$ cat config.mk
export PLATFORM = sky130hd
export DESIGN_NAME = qed_dup_scheduler
export DESIGN_NICKNAME = d
export VERILOG_FILES = /design/src/rtl/qed_dup_scheduler.sv
export SDC_FILE = /design/constraint.sdc
export NUM_CORES = 1
export LEC_CHECK = 0
export BUFFER_PORTS_ARGS = -buffer_cell sky130_fd_sc_hd__buf_2
export CAP_MARGIN = 20
export CORE_ASPECT_RATIO = 1.25
export CORE_MARGIN = 2
export CORE_UTILIZATION = 53
export CTS_BUF_LIST = sky130_fd_sc_hd__clkbuf_8 sky130_fd_sc_hd__clkbuf_16
export DETAILED_ROUTE_END_ITERATION = 6
export PLACE_DENSITY = 0.71
export SLEW_MARGIN = 0
export SYNTH_ARGS = -nofsm -noshare
export SYNTH_HDL_FRONTEND = slang
export SYNTH_SLANG_ARGS = --single-unit
$ cat constraint.sdc
create_clock -name clk -period 6.8 [get_ports clk]
set_input_delay 0.68 -clock clk [delete_from_list [all_inputs] [get_ports clk]]
set_output_delay 0.68 -clock clk [all_outputs]
set_load 0.005 [all_outputs]
$ cat src/rtl/qed_dup_scheduler.sv
// Generic buffer plus SQED issue controller: forwards originals, then replays them remapped to x16..x31.
// Latency: 1 cycle, every output is registered from the inputs sampled at the previous edge.
// Backpressure: stall freezes outputs, buffer and FSM; the instruction offered during a stall is dropped.

module qed_fifo #(
    parameter int WIDTH = 32,
    parameter int DEPTH = 8
) (
    input  logic                   clk,
    input  logic                   reset,
    input  logic                   push,
    input  logic [WIDTH-1:0]       push_dat,
    input  logic                   pop,
    output logic [WIDTH-1:0]       head_dat,
    output logic [$clog2(DEPTH):0] count
);
    localparam int PTR_W = $clog2(DEPTH);
    localparam int CNT_W = PTR_W + 1;

    logic [WIDTH-1:0] mem [DEPTH];
    logic [PTR_W-1:0] wr_ptr;
    logic [PTR_W-1:0] rd_ptr;
    logic             push_ok;
    logic             pop_ok;

    // Overflow/underflow are refused here so the count stays within 0..DEPTH.
    assign push_ok  = push && (count != CNT_W'(DEPTH));
    assign pop_ok   = pop && (count != '0);
    assign head_dat = mem[rd_ptr];

    always_ff @(posedge clk) begin
        if (reset) begin
            wr_ptr <= '0;
            rd_ptr <= '0;
            count  <= '0;
        end else begin
            if (push_ok) wr_ptr <= wr_ptr + PTR_W'(1);
            if (pop_ok)  rd_ptr <= rd_ptr + PTR_W'(1);
            case ({push_ok, pop_ok})
                2'b10:   count <= count + CNT_W'(1);
                2'b01:   count <= count - CNT_W'(1);
                default: count <= count;
            endcase
        end
    end

    always_ff @(posedge clk) begin
        if (push_ok && !reset) mem[wr_ptr] <= push_dat;
    end
endmodule

module qed_dup_scheduler #(
    parameter int DEPTH      = 8,
    parameter int PIPE_DEPTH = 4
) (
    input  logic                   clk,
    input  logic                   reset,
    input  logic [31:0]            instruction,
    input  logic                   qed_exec_dup,
    input  logic                   stall,
    output logic [31:0]            qed_ifu_instruction,
    output logic                   qed_vld_out,
    output logic                   dup_mode,
    output logic [$clog2(DEPTH):0] fifo_count,
    output logic                   fifo_full,
    output logic                   qed_ready
);
    localparam int CNT_W = $clog2(DEPTH) + 1;
    localparam int DRN_W = $clog2(PIPE_DEPTH + 1);
    localparam logic [DRN_W-1:0] DRAIN_LAST = DRN_W'(PIPE_DEPTH - 1);
    localparam logic [31:0] NOP = 32'h0000_0013;

    typedef enum logic [1:0] {ST_ORIG, ST_DUP, ST_DRAIN, ST_DONE} state_t;

    state_t           state, state_nxt;
    logic [DRN_W-1:0] drain_cnt, drain_nxt;
    logic [31:0]      out_nxt;
    logic             vld_nxt, dup_nxt, ready_nxt;
    logic             push, pop;
    logic [31:0]      head_dat;

    // {rd, rs1, rs2} usage per opcode; all-zero marks an opcode outside the checked set.
    function automatic logic [2:0] field_use(input logic [6:0] op);
        case (op)
            7'b0110011:             return 3'b111;
            7'b0010011, 7'b0000011: return 3'b110;
            7'b0100011, 7'b1100011: return 3'b011;
            default:                return 3'b000;
        endcase
    endfunction

    function automatic logic is_legal(input logic [31:0] ins);
        logic [2:0] u;
        u = field_use(ins[6:0]);
        return (u != 3'b000) && !(u[2] && ins[11]) && !(u[1] && ins[19]) && !(u[0] && ins[24]);
    endfunction

    function automatic logic [31:0] remap(input logic [31:0] ins);
        logic [2:0]  u;
        logic [31:0] r;
        u = field_use(ins[6:0]);
        r = ins;
        if (u[2] && ins[11:7]  != 5'd0) r[11] = 1'b1;
        if (u[1] && ins[19:15] != 5'd0) r[19] = 1'b1;
        if (u[0] && ins[24:20] != 5'd0) r[24] = 1'b1;
        return r;
    endfunction

    qed_fifo #(.WIDTH(32), .DEPTH(DEPTH)) u_buf (
        .clk      (clk),
        .reset    (reset),
        .push     (push && !stall),
        .push_dat (instruction),
        .pop      (pop && !stall),
        .head_dat (head_dat),
        .count    (fifo_count)
    );

    assign fifo_full = (fifo_count == CNT_W'(DEPTH));

    always_comb begin
        state_nxt = state;
        drain_nxt = drain_cnt;
        out_nxt   = NOP;
        vld_nxt   = 1'b0;
        dup_nxt   = 1'b0;
        ready_nxt = 1'b0;
        push      = 1'b0;
        pop       = 1'b0;
        case (state)
            ST_ORIG, ST_DUP: begin
                if (state == ST_DUP || qed_exec_dup) begin
                    if (fifo_count != '0) begin
                        pop       = 1'b1;
                        out_nxt   = remap(head_dat);
                        vld_nxt   = 1'b1;
                        dup_nxt   = 1'b1;
                        // A single buffered entry empties on this pop, so skip straight to drain.
                        state_nxt = (fifo_count == CNT_W'(1)) ? ST_DRAIN : ST_DUP;
                    end else begin
                        state_nxt = ST_DRAIN;
                    end
                end else if (is_legal(instruction) && !fifo_full) begin
                    push    = 1'b1;
                    out_nxt = instruction;
                    vld_nxt = 1'b1;
                end
            end
            ST_DRAIN: begin
                drain_nxt = drain_cnt + DRN_W'(1);
                if (drain_cnt == DRAIN_LAST) state_nxt = ST_DONE;
            end
            ST_DONE: ready_nxt = 1'b1;
            default: state_nxt = ST_ORIG;
        endcase
    end

    always_ff @(posedge clk) begin
        if (reset) begin
            state               <= ST_ORIG;
            drain_cnt           <= '0;
            qed_ifu_instruction <= NOP;
            qed_vld_out         <= 1'b0;
            dup_mode            <= 1'b0;
            qed_ready           <= 1'b0;
        end else if (!stall) begin
            state               <= state_nxt;
            drain_cnt           <= drain_nxt;
            qed_ifu_instruction <= out_nxt;
            qed_vld_out         <= vld_nxt;
            dup_mode            <= dup_nxt;
            qed_ready           <= ready_nxt;
        end
    end
endmodule

* After elaboration in Yosys (flattened, before gate mapping) *
Memory sizes are Yosys's and may differ from the RTL's. A register that Yosys moved wholly into a read port is not among the register bits.
Cells that the tools add are included.

storage, ports and cells
  memories = 1
  RAM bits = 256
  bits of input ports = 36
  output and inout bits = 40
  flip-flop bits (word level) = 50
  memory bits (read-only) = 0
  bits in latches = 0
  logic and storage cells = 107

operators by class
  multipliers = 0
  reduce and logical (&&, ||, !) cells = 37
  shift-type cells = 0
  div/mod/pow operators = 0
  bitwise logic cells = 1
  magnitude comparators = 0
  equality and inequality tests = 21
  multiplexer cells = 33
  add/subtract/negate cells = 5

memories
  name       words  width  rd ports  clocked after memory_dff  write ports  line  source
  u_buf.mem  8      32     1         1                         1            20    logic [WIDTH-1:0] mem [DEPTH];

operator list
  operator             count
  $mux 32              4
  $eq 7x6->1 const B   4
  $mux 3               7
  $pmux 3 s3           2
  $logic_and 1x1->1    15
  $reduce_bool 5->1    3
  $eq 7x2->1 const B   2
  $eq 7x5->1 const B   2
  $eq 7x7->1 const B   2
  $mux 1               14
  $reduce_or 2->1      5
  $add 3x1->3 const B  3
  $mux 2               4
  $pmux 4 s2           1
  $eq 2x2->1 const B   3
  $logic_not 1->1      6
  $add 4x1->4 const B  1
  $eq 2x1->1 const B   2
  $eq 4x1->1 const B   1
  $eq 4x4->1 const B   1
  $ne 2x2->1 const B   2
  $ne 4x4->1 const B   1
  $pmux 2 s2           1
  $reduce_and 4->1     1
  9 further kinds      10

* Logic depth before layout (Yosys ltp) *
Gate-level depths: netlist of run 1.

  depth in word-level cells = 19
  depth in mapped cells = 11
  gate-level depth less buffers = 11

* Cells and area by module *
A second synthesis of run 1 with hierarchy kept.

unflattened totals
  cells, all modules = 652
  area total of the unflattened synthesis = 12291.8 um2

modules (own cells, without submodules)
  module             cells an instance  area each (um2)  seq. area each (um2)  times used
  qed_fifo           446                10417.5          7947.6                1
  qed_dup_scheduler  206                1874.3           800.8                 1

* Worst setup path after synthesis of run 1 *
OpenSTA, ideal clock, no wires.

  path kind = input-to-reg
  start point = in qed_exec_dup
  end point = mem u_buf.mem[0][0], enable pin
  stages on the path = 5
  path buffers = 0
  library setup time = 0.501 ns
  data required time = 6.299 ns
  data arrival time = 5.003 ns
  setup slack = 1.295 ns
  path through = or2_2 -> a2111o_1 -> nor4_2 -> nand2b_1 -> nor4_1

between the ends
  cells in the longest elaborated chain, start to end = 8

RTL lines
  element                       line  source
  start, declared               59    input logic qed_exec_dup,
  $logic_or 1x1->1              132   if (state == ST_DUP || qed_exec_dup) begin
  $mux 1                        132
  $mux 1                        130   case (state)
  $logic_and 1x1->1             112   .push (push && !stall),
  $logic_and 1x1->1             27    assign push_ok = push && (count != CNT_W'(DEPTH));
  $logic_and 1x1->1             48    if (push_ok && !reset) mem[wr_ptr] <= push_dat;
  $mux 1                        48
  $mux 1 (implied by the code)  48
  end, declared                 20

Every way passes these cells.

* Worst setup path in the final report of run 1 *
  start point = reg u_buf.count[0]
  end point = reg u_buf.count[3]

between the ends
  cells in the longest elaborated chain, start to end = 10
  elaborated cells on any way between the ends = 21
  classes of those cells = add/sub: 2; eq/ne: 4; mux: 7; reduce/logical: 8

RTL lines
  element                                          line  source
  start, declared                                  15    output logic [$clog2(DEPTH):0] count
  start signal, assigned                           40    2'b10: count <= count + CNT_W'(1);
  start signal, assigned                           41    2'b01: count <= count - CNT_W'(1);
  start signal, assigned                           42    default: count <= count;
  $eq 4x4->1                                       119   assign fifo_full = (fifo_count == CNT_W'(DEPTH));
  $logic_not 1->1                                  143   end else if (is_legal(instruction) && !fifo_full) begin
  $logic_and 1x1->1                                143
  $mux 1                                           143
  $mux 1                                           132
  $mux 1                                           130
  $logic_and 1x1->1                                112
  $logic_and 1x1->1                                27
  $eq 2x1->1 or $eq 2x2->1 (tied branches)         39    case ({push_ok, pop_ok})
  $pmux 4 s2 or $reduce_bool 2->1 (tied branches)  --

Parallel ways exist; a longest one is shown, timed or not.
A chain may end at the register's enable or synchronous reset.

==> flow_summary.toml, run 1 <==
[timing]
final-hold-violation-count = 0
worstMarginPinSlew_ns = 0.835
rsz0062_at_grt = "false"
fin_crit_sh = 0.519
slew_headroom = 0.443
max_clock_freq_mhz = 283
final-max-slew-violation-count = 0
fin_skew_ns = 0.0114
finalCriticalPeriod_ns = 3.53
setup_tns_ns = 0
setup_viol = 0

[critical_path]
startpoint = "u_buf.count[0]$_SDFFE_PP0P_"
arrival_ns = 3.94
crit_fanout = 16
timing.rr.start = "u_buf.count[0]$_SDFFE_PP0P_"
required_ns = 7.21
endpoint_kind = "flop"
worstSetupPathType = "reg2reg"
start_kind = "flop"

[run]
drv_cap = 0

[run_status]
outcome = "finished, final reports clean"

[floorplanning]
dieArea_um2 = 23800
die_h_um = 172
start_util = 0.538
die_x_um = 138
boundaryPins = 76
fp-row-count = 61
core_area_um2 = 22200

[detailed_routing]
via_per_inst = 6.12
drt_first_pass_iters = 6
drt-initial-drc-count = 511
ant_nets = 0
vias = 6346
wl_per_cell_um = 24.2
drc = 0
totalWireLength_um = 25100

[pwr]
pwr-share-seq = 0.569
pwr-share-clk = 0.413
power_density_nw_per_um2 = 263
p_leak_uw = 0.00442
intPower_uw = 2910
p_comb_frac = 0.017
power.switching_uw = 697
peakVddDrop_uv = 224
switching_share = 0.193

[yosys]
synth_largest_area_cell = "edfxtp_1"
postSynthAreaPerCell_um2 = 18.5
synth.distinct_cells = 44
yosysTopAreaCellShare = 0.643
netlist_area_um2 = 11900
synth_nets = 690
synth-seq-cells = 309
synth.yosys.seq_area_share = 0.732
synth_edf_count = 256
synthFlopType = "edfxtp_1"
async_reset_ff_frac = 0
ys.warnings.count = 0
netlist_instances = 646
ys_top_cells_by_area = "edfxtp_1, mux4_2, dfxtp_1"

[clock_tree]
ctsHoldBuffers = 0
cts_tree = "yes"
root_buffer = "clkbuf_16"
post_cts_buffers = 0
cts_buffers = 28
clock_sinks = 309
path_clk_slew_ns = 0.07
cts_resized = 0
clk_path_buf_depth = 3
clock_latency_ns = 0.54
htreeDepth = 1

[global_routing]
grt.total_usage = 0.213
grt_max_degree = 58
antenna_found_initial = 0
grt_overflow = 0
grt_pass1_wl_um = 38700
grt_pass1_vias = 6647

[min_path]
hold_class = "in2reg"
holdCritStartpoint = "instruction[0]"

[final_layout]
mostFrequentLayoutCells = "edfxtp_1, buf_2, nor2_1"
final_common_cell = "edfxtp_1"
drive_gt1_frac = 0.288
diodes = 0
nets = 778
syn2layout_area_growth_pct = 14.5
final_util = 0.616

[place]
gp_congestion = 0.833
dp_hpwl_um = 15300
portBuffers = 75
## final cells by class
cell class,instances,area [µm²]
fillers,1533,8530
clock inverters,20,146
multi-input cells,295,3060
repair buffers,92,606
flip-flops and latches,309,8750
inverters,8,30.0
well taps,283,354
clock buffers,30,728
## worst max-delay path, stage by stage, from the launching register on
cell      delay (ns)
dfxtp_1         0.46
inv_1           0.08
ha_1            0.27
a2111o_1        0.61
buf_16          0.26
inv_1           0.37
ha_1            0.33
or4b_2          0.60
a21oi_1         0.21
xnor2_1         0.15
nor2_1          0.06
## metrics by stage
stage               hold WS, ns  instances  cell area [µm²]  total power (µW)  worst slack [ns]
floorplan                 0.454        646            11900              2110              1.30
global placement          0.452        980            12600              2150              2.88
detailed placement        0.461        985            12800              2150              2.75
CTS                       0.403       1035            13600              3630              3.08
global route              0.424       1037            13700              3710              3.08
finish                    0.423       1037            13700              3600              3.27
## cell families after synthesis
kind of cell             share of synthesized area
multiplexers                                 0.152
flip-flops                                   0.732
buffers and inverters                       0.0171
AO/OA/AOI/OAI                               0.0369
AND/OR/NAND/NOR                             0.0488
adder cells (fa/ha/maj)                    0.00838
XOR/XNOR                                   0.00513
## sequential cells by signal, summed over array words and instances (netlist names), named ones only
register             count
u_buf.mem              256
qed_ifu_instruction     32
u_buf.count              4
drain_cnt                3
u_buf.rd_ptr             3
u_buf.wr_ptr             3
state                    2
dup_mode                 1
qed_ready                1
qed_vld_out              1
## final timing paths
kind	cells past startpoint	slack (ns)	to
setup reg to reg	10	3.27	u_buf.count[3]$_SDFFE_PP0P_
hold reg to reg	2	0.47	qed_ifu_instruction[9]$_SDFFE_PP0N_
setup / recovery	10	3.27	u_buf.count[3]$_SDFFE_PP0P_
hold / removal	1	0.42	u_buf.mem[4][0]$_DFFE_PP_
## synth_stat cells (8+ instances only)
library cell,n
mux2_2,8
nand2_1,14
edfxtp_1,256
buf_2,12
a221oi_1,21
mux2i_1,25
dfxtp_1,53
a21oi_1,16
mux4_2,60
inv_1,8
ha_1,8
clkbuf_1,11
nor2_1,72
## per-layer routing
metal  routed length, µm  vias to the layer above  share of wire  GRT usage
li1                    -                     2778              -          -
met1                9480                     3309           0.38      0.258
met2               13600                      211           0.54      0.394
met3                1310                       48          0.052     0.0318
met4                 737                        0          0.029     0.0745
met5                   0                        -              0          0
## power groups by stage
stage               combinational [µW]  clock, µW  sequential, µW
floorplan                         21.1          0            2090
global placement                  57.8          0            2090
detailed placement                62.1          0            2090
CTS                               62.3       1520            2050
global route                      69.3       1590            2050
finish                            62.5       1490            2050
Power figures use the tool's default switching activity.
==> run 2: changes to the inputs <==
--- a/config.mk
+++ b/config.mk
@@ -12,7 +12,7 @@
 export CORE_UTILIZATION = 53
 export CTS_BUF_LIST = sky130_fd_sc_hd__clkbuf_8 sky130_fd_sc_hd__clkbuf_16
 export DETAILED_ROUTE_END_ITERATION = 6
-export PLACE_DENSITY = 0.71
+export PLACE_DENSITY = 0.74
 export SLEW_MARGIN = 0
 export SYNTH_ARGS = -nofsm -noshare
 export SYNTH_HDL_FRONTEND = slang
==> constraint.sdc (replaced) <==
create_clock -name clk -period 3.15 [get_ports clk]
set_input_delay 0.315 -clock clk [delete_from_list [all_inputs] [get_ports clk]]
set_output_delay 0.315 -clock clk [all_outputs]
set_load 0.005 [all_outputs]
==> flow_summary.toml, run 2 (synthesized netlist as in run 1, its figures left out) <==
[detailed_routing]
drt-initial-drc-count = 606
totalWireLength_um = 26000
drc = 0
vias = 6488
ant_nets = 0
wl_per_cell_um = 24.6
drt_first_pass_iters = 5
via_per_inst = 6.14

[clock_tree]
cts_resized = 0
cts_buffers = 29
ctsHoldBuffers = 0
htreeDepth = 1
clock_latency_ns = 0.55
root_buffer = "clkbuf_16"
path_clk_slew_ns = 0.06
clk_path_buf_depth = 3
cts_tree = "yes"
clock_sinks = 309
post_cts_buffers = 0

[timing]
setup_viol = 0
finalCriticalPeriod_ns = 2.69
slew_headroom = 0.591
final-hold-violation-count = 0
fin_skew_ns = 0.00740
rsz0062_at_grt = "false"
fin_crit_sh = 0.854
setup_tns_ns = 0
final-max-slew-violation-count = 0
worstMarginPinSlew_ns = 0.612
max_clock_freq_mhz = 372

[final_layout]
top_register = "u_buf.mem"
largest_reg_flops = 256
final_common_cell = "edfxtp_1"
drive_gt1_frac = 0.303
syn2layout_area_growth_pct = 16.2
final_util = 0.625
postLayoutCellArea_um2 = 13900
diodes = 0
nets = 794
mostFrequentLayoutCells = "edfxtp_1, buf_2, nor2_1"
reg_top3 = "u_buf.mem: 256 flops, qed_ifu_instruction: 32 flops, u_buf.count: 4 flops"

[min_path]
hold_end = "u_buf.mem[3][1]$_DFFE_PP_"
holdCritStartpoint = "instruction[1]"
hold_class = "in2reg"
hold_depth = 1

[critical_path]
worstSetupPathType = "reg2reg"
max_stage_delay_ns = 0.60
start_kind = "flop"
reg2reg_slack_ns = 0.46
path_buf_inv = 2
r2r-end = "u_buf.count[3]$_SDFFE_PP0P_"
path_delay_family = "simple AND/OR/NAND/NOR gates"
endpoint_kind = "flop"
arrival_ns = 3.11
path_cells = "inv_1 -> ha_1 -> a2111o_1 -> inv_1 -> ha_1 -> or4b_2 -> a21oi_1 -> xnor2_1 -> nor2_1"
crit_fanout = 7
cp_slowest_cell = "or4b_2"
cp.depth = 9
timing.rr.start = "u_buf.count[0]$_SDFFE_PP0P_"
required_ns = 3.57
rr_worst_depth = 9

[global_routing]
antenna_found_initial = 1
grt_max_degree = 36
grt_pass1_vias = 6704
grt_pass1_wl_um = 39100
grt_overflow = 0
grt.total_usage = 0.217

[floorplanning]
start_util = 0.538
boundaryPins = 76
fp-row-count = 61
die_h_um = 172
die_x_um = 138
dieArea_um2 = 23800
core_area_um2 = 22200

[run]
drv_cap = 0

[place]
portBuffers = 75
gp_congestion = 0.860
dp_hpwl_um = 16000
postPlaceCellArea_um2 = 12900

[pwr]
p_leak_uw = 0.00453
peakVddDrop_uv = 530
power_density_nw_per_um2 = 576

[run_status]
outcome = "finished, final reports clean"
==> run 2: changes by cell type in the layout (fill, tap and decap cells not counted) <==
| cell | change |
|---|---|
| buf_4 | +13 |
| buf_12 | +4 |
| buf_16 | -2 |
| bufinv_16 | +2 |
| clkbuf_8 | -2 |
| nor4_2 | -2 |
| nor4_4 | +2 |
| clkbuf_16 | +1 |
| clkinv_1 | +1 |
| clkinv_8 | -1 |
| clkinvlp_4 | +1 |
| inv_1 | +1 |
| inv_6 | +1 |
==> run 2: worst max-delay path by stage <==
stage                           startpoint                           to  slack (ns)
6_report       u_buf.count[0]$_SDFFE_PP0P_  u_buf.count[3]$_SDFFE_PP0P_        0.46
5_1_grt        u_buf.count[1]$_SDFFE_PP0P_  u_buf.count[3]$_SDFFE_PP0P_        0.31
4_1_cts        u_buf.count[0]$_SDFFE_PP0P_  u_buf.count[3]$_SDFFE_PP0P_        0.48
3_5_place_dp                instruction[1]  u_buf.count[2]$_SDFFE_PP0P_        0.45
3_3_place_gp                instruction[1]    u_buf.mem[1][2]$_DFFE_PP_        0.47
2_1_floorplan        state[0]$_SDFFE_PP0P_    u_buf.mem[2][0]$_DFFE_PP_       -0.29
==> run 2: per-layer routing <==
| layer | wire [µm] | track usage | part of all wire |
|---|---|---|---|
| met5 | 12 | 0 | 0.00046 |
| met4 | 903 | 0.0834 | 0.035 |
| met3 | 1540 | 0.0313 | 0.059 |
| met2 | 13200 | 0.377 | 0.51 |
| met1 | 10300 | 0.282 | 0.40 |
==> run 2: per-stage QoR <==
step	setup WS, ns	hold WS (ns)	std cells	total power [µW]
after global placement	0.470	0.447	1002	4650
final	0.460	0.0518	1056	7990
after CTS	0.483	0.0427	1056	8040
after detailed placement	0.447	0.456	1002	4660
after global routing	0.305	0.0575	1056	8200
after floorplan	-0.285	0.414	646	4560
==> run 2: final cells by class <==
cell class	count	area [µm²]
Sequential cell	309	8750
Fill cell	1512	8330
Multi-Input combinational cell	295	3080
Timing Repair Buffer	107	728
Clock buffer	29	726
Tap cell	283	354
Clock inverter	25	214
Inverter	8	30.0
==> run 2: worst reg2reg max path: cells and delay by family, from the launching register on <==
family / cells / cell delay, ns
AOI/OAI and AO/OA: 2 / 0.62
xor gates and xnor gates: 1 / 0.14
adders and majority gates: 2 / 0.53
buffers and inverters: 2 / 0.18
DFF: 1 / 0.47
and+or+nand+nor: 2 / 0.65
==> run 2: power breakdown <==
| group | switching, µW | internal, µW |
|---|---|---|
| clock network | 1430 | 1990 |
| logic | 106 | 38.7 |
| registers | 5.07 | 4420 |
| total | 1540 | 6450 |
==> run 3: changes to the inputs <==
--- a/config.mk
+++ b/config.mk
@@ -7,7 +7,6 @@
 export LEC_CHECK = 0
 export BUFFER_PORTS_ARGS = -buffer_cell sky130_fd_sc_hd__buf_2
 export CAP_MARGIN = 20
-export CORE_ASPECT_RATIO = 1.25
 export CORE_MARGIN = 2
 export CORE_UTILIZATION = 53
 export CTS_BUF_LIST = sky130_fd_sc_hd__clkbuf_8 sky130_fd_sc_hd__clkbuf_16
==> flow_summary.toml, run 3 (synthesized netlist as in run 1, its figures left out) <==
[timing]
setup_tns_ns = 0
whs_ns = 0.0538
max_clock_freq_mhz = 360
slew_headroom = 0.559
setup_viol = 0
finalCriticalPeriod_ns = 2.78
final-hold-violation-count = 0
rsz0062_at_grt = "false"
fin_crit_sh = 0.882
worstMarginPinSlew_ns = 0.660
fin_skew_ns = 0.00847
final-max-slew-violation-count = 0

[place]
postPlaceCellArea_um2 = 12900
gp_congestion = 0.843
portBuffers = 75
dp_hpwl_um = 15700
dp_cells = 1000

[min_path]
holdCritStartpoint = "instruction[8]"
hold_class = "in2reg"

[detailed_routing]
ant_nets = 0
drc = 0
wl_per_cell_um = 23.9
via_per_inst = 6.11
drt_first_pass_iters = 5
drt-initial-drc-count = 507
totalWireLength_um = 25300
vias = 6462

[critical_path]
start_kind = "flop"
required_ns = 3.38
worstSetupPathType = "reg2reg"
timing.rr.start = "state[0]$_SDFFE_PP0P_"
endpoint_kind = "flop"
startpoint = "state[0]$_SDFFE_PP0P_"
arrival_ns = 3.01
crit_fanout = 32

[final_layout]
mostFrequentLayoutCells = "edfxtp_1, buf_2, nor2_1"
reg_top3 = "u_buf.mem: 256 flops, qed_ifu_instruction: 32 flops, u_buf.count: 4 flops"
drive_gt1_frac = 0.310
nFillCells = 1486
nets = 797
postLayoutCellArea_um2 = 13900
top_register = "u_buf.mem"
largest_reg_flops = 256
final_common_cell = "edfxtp_1"
finalNonFillerCells = 1058
syn2layout_area_growth_pct = 16.6

[clock_tree]
root_buffer = "clkbuf_16"
cts_resized = 0
path_clk_slew_ns = 0.06
clock_sinks = 309
clock_latency_ns = 0.54
cts_buffers = 31
ctsHoldBuffers = 0
htreeDepth = 1
clk_path_buf_depth = 3
cts_tree = "yes"
post_cts_buffers = 0

[floorplanning]
dieArea_um2 = 23800
die_h_um = 154
fp-row-count = 54
die_x_um = 154
boundaryPins = 76
start_util = 0.544
core_area_um2 = 22000

[run_status]
outcome = "finished, final reports clean"

[pwr]
p_leak_uw = 0.00456
peakVddDrop_uv = 500
power_density_nw_per_um2 = 581

[global_routing]
grt_pass1_wl_um = 39300
grt_overflow = 0
grt_max_degree = 42
grt_pass1_vias = 6855
grt.total_usage = 0.218
antenna_found_initial = 0

[run]
drv_cap = 0
[run 3: cell count changes in the layout (fill, tap and decap cells not counted)]
cell / change
inv_1: -1
diode_2: +1
inv_6: -1
clkinv_4: +2
clkbuf_8: +5
bufinv_16: -2
buf_12: -2
clkbuf_16: +2
clkinv_2: -1
clkinv_1: -2
inv_8: +1
buf_4: +3
[run 3: power breakdown]
group          leakage (µW)  total, µW  switching (µW)  internal (µW)
sequential          0.00273       4430            5.19           4420
clock              0.000524       3520            1450           2070
combinational       0.00131        145             106           39.1
[run 3: final cells by class]
class | instances | area [µm²] | share of cell area
Multi-Input combinational cell | 295 | 3080 | 0.221
Inverter | 8 | 30.0 | 0.00216
Antenna cell | 1 | 2.50 | 0.000180
Sequential cell | 309 | 8750 | 0.629
Clock inverter | 21 | 158 | 0.0113
Tap cell | 280 | 350 | 0.0252
Timing Repair Buffer | 108 | 711 | 0.0510
Clock buffer | 36 | 845 | 0.0606
[run 3: critical path: stages, from the launching register on]
cell      delay, ns
dfxtp_1        0.34
or2_2          0.33
a2111o_1       0.48
nor4_2         0.39
nand2b_1       0.35
nor4_4         0.29
buf_12         0.27
[run 3: path summary, 6_finish.rpt]
| check | endpoint | slack (ns) | depth (start not counted) |
|---|---|---|---|
| worst min-delay path | u_buf.mem[2][8]$_DFFE_PP_ | 0.05 | 1 |
| worst max register to register | u_buf.mem[0][14]$_DFFE_PP_ | 0.37 | 6 |
| worst min register to register | qed_ifu_instruction[10]$_SDFFE_PP0N_ | 0.46 | 2 |
| worst max-delay path | u_buf.mem[0][14]$_DFFE_PP_ | 0.37 | 6 |
[run 3: stage by stage]
step | utilization | setup WS (ns) | total power (µW)
6_report | 0.634 | 0.371 | 8090
5_1_grt | 0.634 | 0.270 | 8310
4_1_cts | 0.634 | 0.398 | 8140
3_5_place_dp | 0.589 | 0.340 | 4660
3_3_place_gp | 0.589 | 0.431 | 4650
2_1_floorplan | - | -0.285 | 4560
[run 3: metal layers]
metal	track usage	part of all wire	vias to the layer above
li1	-	-	2812
met1	0.283	0.40	3348
met2	0.380	0.51	248
met3	0.0304	0.055	54
met4	0.0765	0.030	0
met5	0	0	-
